## config.mk

```make
export PLATFORM = sky130hd
export DESIGN_NAME = mips_debug_controller_flat
export DESIGN_NICKNAME = d
export VERILOG_FILES = /design/src/rtl/mips_debug_controller_if.sv /design/src/rtl/mips_debug_controller.sv /design/src/flat_wrapper.sv
export SDC_FILE = /design/constraint.sdc
export NUM_CORES = 1
export LEC_CHECK = 0
export ABC_AREA = 1
export CELL_PAD_IN_SITES_DETAIL_PLACEMENT = 1
export CELL_PAD_IN_SITES_GLOBAL_PLACEMENT = 2
export CORE_ASPECT_RATIO = 0.5
export CORE_MARGIN = 3
export CORE_UTILIZATION = 31
export DETAILED_ROUTE_END_ITERATION = 8
export GPL_ROUTABILITY_DRIVEN = 0
export PLACE_DENSITY_LB_ADDON = 0.1
export SKIP_CTS_REPAIR_TIMING = 1
export SLEW_MARGIN = 20
export SYNTH_ARGS = -nofsm -noshare
export SYNTH_HDL_FRONTEND = slang
export SYNTH_SLANG_ARGS = --single-unit
```

## constraint.sdc

```tcl
create_clock -name clock -period 2.4 [get_ports clock]
set_input_delay 0.36 -clock clock [delete_from_list [all_inputs] [get_ports clock]]
set_output_delay 0.36 -clock clock [all_outputs]
set_load 0.02 [all_outputs]
```

## src/rtl/mips_debug_controller_if.sv

```systemverilog
// UART FIFO side of the MIPS debug controller: RX pop port and TX push port.
// Handshake: a byte moves only in a cycle where rd=1 with rx_empty=0, or wr=1 with tx_full=0.
interface mips_debug_controller_if;
  logic [7:0] rx_data;
  logic       rx_empty;
  logic       rd;
  logic [7:0] tx_data;
  logic       tx_full;
  logic       wr;

  modport master (
    input  rx_data, rx_empty, tx_full,
    output rd, tx_data, wr
  );

  modport slave (
    output rx_data, rx_empty, tx_full,
    input  rd, tx_data, wr
  );
endinterface

```

## src/rtl/mips_debug_controller.sv

```systemverilog
// Run/step/dump sequencer between the UART FIFOs and the MIPS pipeline.
// Optional feature: define AUTO_DUMP_EN to dump automatically after every step and after a run halts.
module mips_debug_controller #(
  parameter int         DEBUG_W  = 322,
  parameter int         CNT_W    = 32,
  parameter logic [7:0] CMD_RUN  = 8'h63,
  parameter logic [7:0] CMD_STEP = 8'h73,
  parameter logic [7:0] CMD_DUMP = 8'h64
) (
  input  logic                   clock,
  input  logic                   reset,
  mips_debug_controller_if.master uart,
  input  logic                   halt,
  input  logic [DEBUG_W-1:0]     debug_signal,
  output logic                   mips_enable,
  output logic                   halted,
  output logic                   busy,
  output logic [2:0]             state_o
);

  localparam int NB      = (DEBUG_W + 7) / 8;
  localparam int CNT_B   = CNT_W / 8;
  localparam int FRAME_B = CNT_B + NB;
  localparam int SR_W    = FRAME_B * 8;
  localparam int IDX_W   = $clog2(FRAME_B + 1);

  typedef enum logic [2:0] {
    S_IDLE      = 3'd0,
    S_RUN       = 3'd1,
    S_STEP      = 3'd2,
    S_DUMP_LOAD = 3'd3,
    S_DUMP_SEND = 3'd4
  } state_e;

`ifdef AUTO_DUMP_EN
  localparam state_e DONE_STATE = S_DUMP_LOAD;
`else
  localparam state_e DONE_STATE = S_IDLE;
`endif

  state_e             state_q, state_d;
  logic               en_q, en_d;
  logic               halted_q, halted_d;
  logic [CNT_W-1:0]   cnt_q, cnt_d;
  logic [SR_W-1:0]    sr_q, sr_d;
  logic [IDX_W-1:0]   idx_q, idx_d;
  logic [NB*8-1:0]    dbg_ext;

  always_ff @(posedge clock) begin
    if (reset) begin
      state_q  <= S_IDLE;
      en_q     <= 1'b0;
      halted_q <= 1'b0;
      cnt_q    <= '0;
      sr_q     <= '0;
      idx_q    <= '0;
    end else begin
      state_q  <= state_d;
      en_q     <= en_d;
      halted_q <= halted_d;
      cnt_q    <= cnt_d;
      sr_q     <= sr_d;
      idx_q    <= idx_d;
    end
  end

  always_comb begin
    state_d      = state_q;
    en_d         = 1'b0;
    halted_d     = halted_q;
    cnt_d        = cnt_q + CNT_W'(en_q);
    sr_d         = sr_q;
    idx_d        = idx_q;
    uart.rd      = 1'b0;
    uart.wr      = 1'b0;
    uart.tx_data = 8'h00;
    dbg_ext      = '0;
    dbg_ext[DEBUG_W-1:0] = debug_signal;

    case (state_q)
      S_IDLE: begin
        // Reset gates the pop so an in-flight reset cycle never consumes a byte.
        if (!uart.rx_empty && !reset) begin
          uart.rd = 1'b1;
          if (uart.rx_data == CMD_RUN && !halted_q) begin
            state_d = S_RUN;
            en_d    = 1'b1;
          end else if (uart.rx_data == CMD_STEP && !halted_q) begin
            state_d = S_STEP;
            en_d    = 1'b1;
          end else if (uart.rx_data == CMD_DUMP) begin
            state_d = S_DUMP_LOAD;
          end
        end
      end
      S_RUN: begin
        if (halt) begin
          halted_d = 1'b1;
          state_d  = DONE_STATE;
        end else begin
          en_d = 1'b1;
        end
      end
      S_STEP: begin
        if (halt) halted_d = 1'b1;
        state_d = DONE_STATE;
      end
      S_DUMP_LOAD: begin
        sr_d    = {cnt_q, dbg_ext};
        idx_d   = '0;
        state_d = S_DUMP_SEND;
      end
      S_DUMP_SEND: begin
        if (!uart.tx_full && !reset) begin
          uart.wr      = 1'b1;
          uart.tx_data = sr_q[SR_W-1 -: 8];
          sr_d         = sr_q << 8;
          idx_d        = idx_q + IDX_W'(1);
          if (idx_q == IDX_W'(FRAME_B - 1)) state_d = S_IDLE;
        end
      end
      default: state_d = S_IDLE;
    endcase
  end

  assign mips_enable = en_q;
  assign halted      = halted_q;
  assign busy        = (state_q != S_IDLE);
  assign state_o     = state_q;

endmodule

```

## src/flat_wrapper.sv

```systemverilog
// flat-port wrapper written by rule: the top's interface ports become plain ports
module mips_debug_controller_flat 
#(
  parameter int         DEBUG_W  = 322,
  parameter int         CNT_W    = 32,
  parameter logic [7:0] CMD_RUN  = 8'h63,
  parameter logic [7:0] CMD_STEP = 8'h73,
  parameter logic [7:0] CMD_DUMP = 8'h64
)
  (clock, reset, halt, debug_signal, mips_enable, halted, busy, state_o, uart_rx_data, uart_rx_empty, uart_tx_full, uart_rd, uart_tx_data, uart_wr);
  mips_debug_controller_if uart_i ();
  input  logic clock;
  input  logic reset;
  input  logic halt;
  input  logic [DEBUG_W-1:0] debug_signal;
  output logic mips_enable;
  output logic halted;
  output logic busy;
  output logic [2:0] state_o;
  input wire logic [$bits(uart_i.rx_data)-1:0] uart_rx_data;
  input wire logic [$bits(uart_i.rx_empty)-1:0] uart_rx_empty;
  input wire logic [$bits(uart_i.tx_full)-1:0] uart_tx_full;
  output wire logic [$bits(uart_i.rd)-1:0] uart_rd;
  output wire logic [$bits(uart_i.tx_data)-1:0] uart_tx_data;
  output wire logic [$bits(uart_i.wr)-1:0] uart_wr;
  assign uart_i.rx_data = uart_rx_data;
  assign uart_i.rx_empty = uart_rx_empty;
  assign uart_i.tx_full = uart_tx_full;
  assign uart_rd = uart_i.rd;
  assign uart_tx_data = uart_i.tx_data;
  assign uart_wr = uart_i.wr;
  mips_debug_controller #(.DEBUG_W(DEBUG_W), .CNT_W(CNT_W), .CMD_RUN(CMD_RUN), .CMD_STEP(CMD_STEP), .CMD_DUMP(CMD_DUMP)) u_core (.clock(clock), .reset(reset), .uart(uart_i), .halt(halt), .debug_signal(debug_signal), .mips_enable(mips_enable), .halted(halted), .busy(busy), .state_o(state_o));
endmodule
```

==> flow_metrics.env <==
export IMPL_grt_usage=0.194
export IMPL_drive_above_1_share=0.0513
export IMPL_grt_pass1_wl_um=94000
export IMPL_hp_start="debug_signal[268]"
export IMPL_required_ns=2.04
export IMPL_finalCritPeriodShare=0.902
export IMPL_root_buffer="clkbuf_16"
export IMPL_synth_seq_area_share=0.469
export IMPL_syn_num_nets=2704
export IMPL_tightest_slew_ns=0.664
export IMPL_rows=60
export IMPL_setup_ws_ns=0.235
export IMPL_clk_pin_slew_worst_paths_ns=0.07
export IMPL_maxSlewHeadroom=0.557
export IMPL_start_util=0.317
export IMPL_fmax_mhz=462
export IMPL_antenna_found_initial=5
export IMPL_via_per_inst=4.94
export IMPL_synth_largest_area_cell="dfxtp_1"
export IMPL_wl_per_cell_um=17.2
export IMPL_hold_depth=3
export IMPL_rsz0062_at_grt="false"
export IMPL_nets=2958
export IMPL_h_tree_depth=2
export IMPL_clockBufferDepth=3
export IMPL_yosys_warnings=0
export IMPL_ir_drop_uv=355
export IMPL_dp_hpwl_um=39800
export IMPL_finalClockSkew_ns=0.0203
export IMPL_yosysUniqueCellTypes=32
export IMPL_place_inst=3320
export IMPL_crit_chain="nor2_4 -> inv_2 -> nor2_2 -> inv_1 -> nor2_1 -> buf_4"
export IMPL_p_leak_nw=8.65
export IMPL_max_stage_delay_ns=0.37
export IMPL_place_ws_ns=-0.0183
export IMPL_fillers=6608
export IMPL_final_util=0.423
export IMPL_synth_cells=2365
export IMPL_rrSetupSlack_ns=0.38
export IMPL_r2r_cells=11
export IMPL_die_x_um=339
export IMPL_crit_fanout=5
export IMPL_postRouteAntennaNets=0
export IMPL_wl_um=58400
export IMPL_slew_viol_final=0
export IMPL_stdcell_count=3397
export IMPL_clkLatencyLatePin_ns=0.55
export IMPL_worstPathArrival_ns=1.81
export IMPL_crit_type="flop to output pin"
export IMPL_drc=0
export IMPL_total_power_mw=14.3
export IMPL_firstDrtPassIters=4
export IMPL_ios=351
export IMPL_vias=16800
export IMPL_grt_pass1_vias=17400
export IMPL_tns_ns=0
export IMPL_r2r_start="u_core.mips_enable$_SDFF_PP0_"
export IMPL_cts_tree="done"
export IMPL_startpoint_type="flop"
export IMPL_synthesis_area_mm2=0.0172
export IMPL_cp_slowest_cell="dfxtp_1"
export IMPL_core_area_mm2=0.0543
export IMPL_end_kind="output pin"
export IMPL_period_minus_slack_ns=2.17
export IMPL_grt_max_degree=168
export IMPL_synth_area_leaders="dfxtp_1 47%, nand2_1 17%, a31oi_1 13%, o21ai_0 8.0%, o21ai_1 2.7%"
export IMPL_synthToLayoutAreaGrowth_pct=33.6
export IMPL_clock_sinks=403
export IMPL_io_buffers=350
export IMPL_maxCapViolations=0
export IMPL_grt_ovfl_total=0
export IMPL_ys_seq_elements=403
export IMPL_hold_violations=0
export IMPL_die_area_mm2=0.0585
export IMPL_die_y_um=173
export IMPL_numCtsBuffers=40
export IMPL_synth_avg_cell_area_um2=7.27
export IMPL_setup_violations=0
export IMPL_layout_common_cells="797 x nand2_1, 403 x dfxtp_1, 344 x a31oi_1"
export IMPL_min_to="u_core.sr_q[268]$_SDFFE_PP0P_"
export IMPL_powerDensity_mw_per_mm2=621
export IMPL_final_cell_area_mm2=0.0230
export IMPL_final_common_cell="nand2_1"
export IMPL_hold_path_class="input port to flop"
export IMPL_worst_hold_slack_ns=0.375
export IMPL_drtIter0Drc=893
export IMPL_outcome="finished, final reports clean"
export IMPL_regToRegEndpoint="u_core.cnt_q[20]$_SDFF_PP0_"
export IMPL_synth_top_cell_area_share=0.469
export IMPL_placed_area_mm2=0.0216
-- report_power, final --
part / total [mW] / switching, mW / leakage [nW] / internal [mW]
Sequential: 6.69 / 0.000262 / 3.24 / 6.69
Combinational: 0.866 / 0.298 / 4.74 / 0.568
Clock: 6.71 / 2.79 / 0.674 / 3.92
Total: 14.3 / 3.09 / 8.65 / 11.2
-- logic make-up (layout without fill, tap and decap cells) --
kind of cell | count (synthesis) | after routing | share of synthesized area
other cells | 0 | 4 | 0
flops | 403 | 403 | 0.469
compound gates | 764 | 764 | 0.248
xor+xnor | 6 | 6 | 0.00306
simple gates | 934 | 934 | 0.211
fa+ha+maj | 4 | 4 | 0.00291
buf+inv | 254 | 538 | 0.0656
-- worst max path at each step --
stage	startpoint	end	slack, ns	cells after the start
2_1_floorplan	u_core.mips_enable$_SDFF_PP0_	u_core.cnt_q[14]$_SDFF_PP0_	0.63	10
3_3_place_gp	reset	uart_tx_data[7]	0.004	6
3_5_place_dp	reset	uart_tx_data[0]	-0.02	6
4_1_cts	u_core.state_o[1]$_SDFFE_PP0P_	uart_tx_data[0]	-0.19	4
5_1_grt	u_core.state_o[1]$_SDFFE_PP0P_	uart_rd	0.11	6
6_report	u_core.state_o[1]$_SDFFE_PP0P_	uart_rd	0.23	6
-- area by class of cell --
class                   instances  area [um2]  area share
clock buffers                  62        1210      0.0529
repair buffers                413        4360       0.190
inverters                      53         214     0.00931
multi-input cells            1708        8010       0.349
well taps                     744         931      0.0405
flip-flops and latches        403        8070       0.351
clock inverters                10         160     0.00697
diodes                          4        10.0    0.000436
-- routing by layer --
layer	routed length (um)	vias up	GRT usage	share of wire
met1	27400	7916	0.256	0.47
met3	1790	67	0.0305	0.031
met4	957	2	0.0415	0.016
met5	8	-	0	0.00014
li1	-	8617	-	-
met2	28200	181	0.334	0.48
-- synth_stat cells --
cell type    n
nor3_1       5
nor2_4       1
buf_2       85
o21a_1       3
nand4_1      6
o21ai_0    274
o21bai_1     1
ha_1         4
a21oi_1     48
nand2_1    797
nand2_2      1
xor2_1       5
clkbuf_1    98
dfxtp_1    403
buf_6        1
nand3_1     24
nor2_1      89
buf_1        1
nor2_8       1
inv_2        4
o21ai_1     94
inv_1       48
nor2_2       1
a31oi_1    344
xnor2_1      1
nand3b_1     5
nor3b_1      1
and3_1       1
nand4_4      1
and2_1       1
buf_4       16
clkinv_1     1
-- critical path: cells and delay by family, from the launching register on --
family	cells	cell delay [ns]
and+or+nand+nor	3	0.51
DFF	1	0.37
buffers and inverters	3	0.38
-- registers in the layout (all words and copies together), names as in the netlist --
| signal | count |
|---|---|
| u_core.state_o | 3 |
| u_core.cnt_q | 32 |
| u_core.halted | 1 |
| u_core.sr_q | 360 |
| u_core.idx_q | 6 |
| u_core.mips_enable | 1 |
Power figures use the tool's default switching activity.
